===== src/rtl/boot_loader.sv =====
// Serial boot loader: copies a received byte stream into program RAM from
// address 0, holding boot high until the RAM is full or the stream goes idle.
module boot_loader #(
  parameter int unsigned ADDR_W  = 6,
  parameter int unsigned DATA_W  = 8,
  parameter int unsigned TIMEOUT = 65535,
  parameter int unsigned TO_W    = 16
) (
  input  logic              clk,
  input  logic              rst,
  input  logic              ce,
  input  logic              start,
  input  logic [DATA_W-1:0] rx_data,
  input  logic              rx_valid,
  output logic              rx_ready,
  output logic              boot,
  output logic [ADDR_W-1:0] mem_addr,
  output logic [DATA_W-1:0] mem_data,
  output logic              mem_enable,
  output logic              mem_we,
  output logic              done,
  output logic [ADDR_W:0]   byte_count
);

  typedef enum logic [1:0] {
    LOAD  = 2'd0,
    WRITE = 2'd1,
    RUN   = 2'd2
  } state_t;

  state_t            state, state_next;
  logic [TO_W-1:0]   idle, idle_next;
  logic [ADDR_W-1:0] addr_next;
  logic [DATA_W-1:0] data_next;
  logic [ADDR_W:0]   count_next;
  logic              done_next;

  // State and datapath registers; everything holds while ce is low
  always_ff @(posedge clk or posedge rst) begin
    if (rst) begin
      state      <= LOAD;
      idle       <= '0;
      mem_addr   <= '0;
      mem_data   <= '0;
      byte_count <= '0;
      done       <= 1'b0;
    end else begin
      state      <= state_next;
      idle       <= idle_next;
      mem_addr   <= addr_next;
      mem_data   <= data_next;
      byte_count <= count_next;
      done       <= done_next;
    end
  end

  // Next-state and next-register values
  always_comb begin
    state_next = state;
    idle_next  = idle;
    addr_next  = mem_addr;
    data_next  = mem_data;
    count_next = byte_count;
    done_next  = done;
    if (ce) begin
      done_next = 1'b0;
      case (state)
        LOAD: begin
          if (rx_valid) begin
            data_next  = rx_data;
            idle_next  = '0;
            state_next = WRITE;
          end else if (byte_count != '0) begin
            // Idle timer only runs once the first byte has arrived
            idle_next = idle + TO_W'(1);
            if (idle_next == TO_W'(TIMEOUT)) begin
              state_next = RUN;
              done_next  = 1'b1;
            end
          end
        end
        WRITE: begin
          count_next = byte_count + (ADDR_W + 1)'(1);
          // Address wraps to 0 naturally after the last location
          addr_next  = mem_addr + ADDR_W'(1);
          if (mem_addr == '1) begin
            state_next = RUN;
            done_next  = 1'b1;
          end else begin
            state_next = LOAD;
          end
        end
        RUN: begin
          if (start) begin
            state_next = LOAD;
            addr_next  = '0;
            count_next = '0;
            idle_next  = '0;
          end
        end
        default: state_next = LOAD;
      endcase
    end
  end

  // Bus control decoded straight from state
  always_comb begin
    boot       = (state != RUN);
    rx_ready   = (state == LOAD);
    mem_enable = (state == WRITE);
    mem_we     = (state == WRITE);
  end

endmodule

===== config.mk =====
export PLATFORM = sky130hd
export DESIGN_NAME = boot_loader
export DESIGN_NICKNAME = d
export VERILOG_FILES = /design/src/rtl/boot_loader.sv
export SDC_FILE = /design/constraint.sdc
export NUM_CORES = 1
export LEC_CHECK = 0
export ABC_AREA = 0
export BUFFER_PORTS_ARGS = -buffer_cell sky130_fd_sc_hd__buf_2
export CAP_MARGIN = 0
export CORE_UTILIZATION = 25
export DETAILED_ROUTE_END_ITERATION = 10
export SLEW_MARGIN = 10
export SYNTH_ARGS = -nofsm -noshare
export SYNTH_HDL_FRONTEND = slang
export SYNTH_SLANG_ARGS = --single-unit

===== constraint.sdc =====
create_clock -name clk -period 2.35 [get_ports clk]
set_input_delay 0.47 -clock clk [delete_from_list [all_inputs] [get_ports clk]]
set_output_delay 0.47 -clock clk [all_outputs]
set_load 0.03 [all_outputs]

Word-level counts from Yosys, hierarchy flattened
Cells that the tools add are included.
- $add $sub $neg: 3
- $mul: 0
- divide/modulo/power cells: 0
- $lt $le $gt $ge: 0
- equality and inequality tests: 8
- shift-type cells: 0
- muxes and demuxes: 19
- bitwise gates (word level): 0
- reduce and logical (&&, ||, !) cells: 8
- operators with widths (operator ; count):
    16-bit two-way mux ; 3
    16-bit one-hot mux with 2 select lines ; 1
    16-bit by 1-bit adder with 16-bit output, second input constant ; 1
    16-bit == test, second input constant ; 1
    7-bit one-hot mux with 2 select lines ; 1
    6-bit one-hot mux with 2 select lines ; 1
    2-bit two-way mux ; 5
    4-bit AND reduction ; 2
    7-bit by 1-bit adder with 7-bit output, second input constant ; 1
    7-bit two-way mux ; 1
    7-bit nonzero test ; 1
    6-bit by 1-bit adder with 6-bit output, second input constant ; 1
    6-bit == test, second input constant ; 1
    6-bit two-way mux ; 1
    3-bit by 2-bit != test with 1-bit output, second input constant ; 2
    2-bit one-hot mux with 3 select lines ; 1
    3-bit AND reduction ; 2
    1-bit two-way mux ; 4
    2-bit != test, second input constant ; 2
    2-bit nonzero test ; 2
    2-bit by 1-bit == test with 1-bit output, second input constant ; 1
    2-bit == test, second input constant ; 1
    2-bit zero test ; 1
    1-bit one-hot mux with 2 select lines ; 1
- register bits: 40
- bits in latches: 0
- RAM bits: 0
- ROM bits: 0
- input port bits: 13
- output and inout port bits: 26
- logic and storage cells: 44
- memories: 0

Logic depth before layout (Yosys ltp)
- depth after elaboration: 6
- depth in mapped cells: 10

Worst setup path before layout
No wires, ideal clock.
- path type: flip-flop to flip-flop
- start: register byte_count[0]
- end: register idle[6]
- setup time: 0.129 ns
- arrival time: 1.942 ns
- required time: 2.221 ns
- slack: 0.278 ns
- cell stages (with the launch flop): 11
- path buffers: 2
- period minus slack after synthesis: 2.072 ns
- path through: dfrtp_1 inv_1 ha_1 or4b_1 nor3_2 or3_1 buf_6 buf_6 nor2_1 o21ai_1 o41ai_2
- word-level cells in the longest chain between the ends: 3
- ends and longest elaborated chain (element ; RTL line ; RTL):
    start, declared ; 22 ; output logic [ADDR_W:0] byte_count
    start signal, assigned ; 52 ; byte_count <= count_next;
    7-bit nonzero test ; 73 ; end else if (byte_count != '0) begin
    3-bit by 2-bit != test with 1-bit output (no line) ; -- ;
    4-bit AND reduction (no line) ; -- ;
    end signal, assigned ; 49 ; idle <= idle_next;
    end, declared ; 32 ; logic [TO_W-1:0] idle, idle_next;
No other way between the ends.
A chain may end at the register's enable or synchronous reset.

Worst setup path in the final report
- start: register byte_count[1]
- end: register idle[8]
The elaborated chain is that of the path after synthesis.

==> flow_summary.yaml <==
status:
  outcome: "completed"
clock_tree:
  cts_buffers: 5
  htree_levels: 2
  cts_tree: "built"
  clk_latency_ns: 0.30
  clkTransAtPathRegs_ns: 0.08
  clock_sinks: 40
  cts_buffer_depth: 2
  cts-root-buf: "clkbuf_8"
placement:
  gp_congestion: 0.7740
  hpwlAfterDp_mm: 3.171
  place_area_um2: 2435
  io_buffers: 38
drt:
  drt_iter0_markers: 91
  routed.top_layer: "met4"
  ant_nets: 0
  wire_per_inst_um: 11.80
  via_per_inst: 4.658
  wl_met1_mm: 2.090
  drt_wl_total_mm: 4.377
  dr.pass1.iters: 4
  drc: 0
  wl_met2_mm: 2.089
  num_vias: 1728
  wl_met3_um: 135
power_and_ir_drop:
  p_sw_uw: 849.1
  p_seq_frac: 0.401
  p_leak_uw: 0.001164
  cellPowerDensity_nw_per_um2: 898.2
  ir_worst_vdd_v: 0.0003584
  internal_power_uw: 1487
  power_frac_clock: 0.266
  combPwrFrac: 0.333
  switching_share: 0.3634
setup_path:
  end_kind: "flop"
  r2r.worst_path.cells: 9
  start_kind: "flop"
  slowest_delay_ns: 0.49
  worstPathCellList: "inv_1 -> ha_1 -> or4b_1 -> nor3_4 -> or3_4 -> buf_12 -> nor2_1 -> o21ai_0 -> o21ai_1"
  critPathKind: "reg -> reg"
  required_ns: 2.53
  crit_family: "simple AND/OR/NAND/NOR gates"
  timing.rr.start: "byte_count[1]$_DFFE_PP0P_"
  cp.arrival_ns: 2.33
  path_max_fanout: 25
  startpoint: "byte_count[1]$_DFFE_PP0P_"
  critPathBufInv: 2
  r2r_setup_slack_ns: 0.19
  r2r-end: "idle[8]$_DFFE_PP0P_"
  cp_slowest_cell: "or4b_1"
timing:
  final_hold_viol_count: 0
  fin_tns_setup_ns: 0
  finalSetupViolCount: 0
  worst_pin_slew_ns: 0.5924
  maxSlewViolCount: 0
  fmax_ghz: 0.4633
  timing.slew.headroom: 0.6036
  skew_ns: 0.007321
  fin_crit_sh: 0.9184
  fin_crit_ns: 2.158
  rsz0062_at_grt: "false"
floorplanning:
  die_x_um: 94.62
  die_y_um: 94.62
  rows: 33
  initial_utilization: 0.2597
  ios: 39
  die_area_um2: 8953
  core_area_um2: 8258
logic_synthesis:
  synth_cell_types: 42
  synth-seq-cells: 40
  avgSynthCellArea_um2: 9.617
  yosysWarnings: 0
  synth.area.top_cells: "dfrtp_1 47%, xor2_1 5.3%, o21ai_0 5.1%"
  ys_seq_area_frac: 0.4667
  yosysTopAreaCell: "dfrtp_1"
  synth_area_um2: 2145
  synthArstFlopShare: 1.000
  synth_edf_count: 0
  synth_top_area_frac: 0.4667
  synth_nets: 241
  syn_inst: 223
  synth_ff_type: "dfrtp_1"
hold_path:
  hold_class: "in -> async"
global_route:
  grt_max_degree: 41
  grt-ovfl-total: 0
  antenna_found_initial: 0
  grt_first_pass_wirelength_mm: 7.665
  grt_pass1_vias: 1689
  grt_usage: 0.1090
cells_and_area:
  drive_gt1_frac: 0.2556
  multi_input_area_um2: 1067
  mostFrequentLayoutCells: "39 x dfrtp_1, 38 x buf_2, 25 x nand2_1"
  areaGrowthSynthToFinish_pct: 21.29
  final_common_cell: "dfrtp_1"
  fillers: 869
  diodes: 0
  regArea_um2: 1002
  postLayoutCellArea_um2: 2601
  nNetsFinal: 283
job:
  maxCapViolCount: 0
[worst reg2reg max path: stages (launching register included)]
cell	delay, ns
dfrtp_1	0.42
inv_1	0.09
ha_1	0.13
or4b_1	0.49
nor3_4	0.26
or3_4	0.17
buf_12	0.15
nor2_1	0.06
o21ai_0	0.16
o21ai_1	0.10
[cell usage after synthesis, types with 6 or more instances]
cell and n:
dfrtp_1 40, nand2_1 25, o21ai_0 22, nor2_1 20, xor2_1 13, mux2_2 8, nand4_1 8, inv_1 7
nand3_1 7, a21oi_1 6, o21ai_1 6, xnor2_1 6
[cell families (layout without fill, tap and decap cells)]
group                      after synthesis  in the layout  share of synthesized area
AOI/OAI and AO/OA                       45             45                     0.1243
xor gates and xnor gates                19             19                    0.07760
adders and majority gates                5              5                    0.02917
buffers and inverters                   16             59                    0.04084
DFF                                     40             40                     0.4667
muxes                                    8              8                    0.04201
and+or+nand+nor                         90             90                     0.2194
[routing by layer]
| metal | up-vias | GRT usage |
|---|---|---|
| li1 | 863 | - |
| met1 | 835 | 0.1383 |
| met2 | 25 | 0.1763 |
| met3 | 5 | 0.02657 |
| met4 | 0 | 0.04545 |
| met5 | - | 0 |
[worst max-delay path by stage]
stage / end / cells after the start
after floorplan: idle[6]$_DFFE_PP0P_ / 10
after global placement: idle[6]$_DFFE_PP0P_ / 9
after detailed placement: idle[8]$_DFFE_PP0P_ / 9
after CTS: idle[8]$_DFFE_PP0P_ / 9
after global routing: idle[8]$_DFFE_PP0P_ / 9
final: idle[8]$_DFFE_PP0P_ / 9
[area by class of cell]
cell class | instances | share of cell area
Timing Repair Buffer | 44 | 0.09524
Tap cell | 105 | 0.05051
Multi-Input combinational cell | 167 | 0.4103
Clock buffer | 7 | 0.03704
Sequential cell | 40 | 0.3853
Inverter | 7 | 0.01010
Clock inverter | 1 | 0.01154
[what timing repair did]
item | in CTS | in global routing
hold endpoints to repair | 0 | 0
setup buffers | 0 | 2
endpoints found under the setup margin | 0 | 8
hold buffers | 0 | 0
gates resized for setup | 0 | 7
[flip-flops by register name, summed over array words and instances (netlist names)]
name and cells:
byte_count 7, done 1, idle 16, mem_addr 6, mem_data 8, state 2
[power by group through the flow]
| stage | clock, µW | combinational (µW) | sequential, µW |
|---|---|---|---|
| 5_1_grt | 676 | 853 | 963 |
| 6_report | 621 | 777 | 938 |
| 4_1_cts | 641 | 721 | 940 |
| 3_5_place_dp | 0 | 720 | 952 |
| 3_3_place_gp | 0 | 710 | 941 |
| 2_1_floorplan | 0 | 319 | 1130 |
[stage by stage]
stage	std cells	worst slack [ns]	hold slack, ns	utilization	total power (µW)
2_1_floorplan	223	0.2785	0.4701	-	1452
3_3_place_gp	361	0.1885	0.4857	0.2948	1651
3_5_place_dp	361	0.1451	0.4952	0.2948	1672
4_1_cts	369	0.1239	0.3076	0.3102	2302
5_1_grt	371	0.01108	0.3454	0.3150	2493
6_report	371	0.1918	0.2798	0.3150	2336
Power figures use the tool's default switching activity.
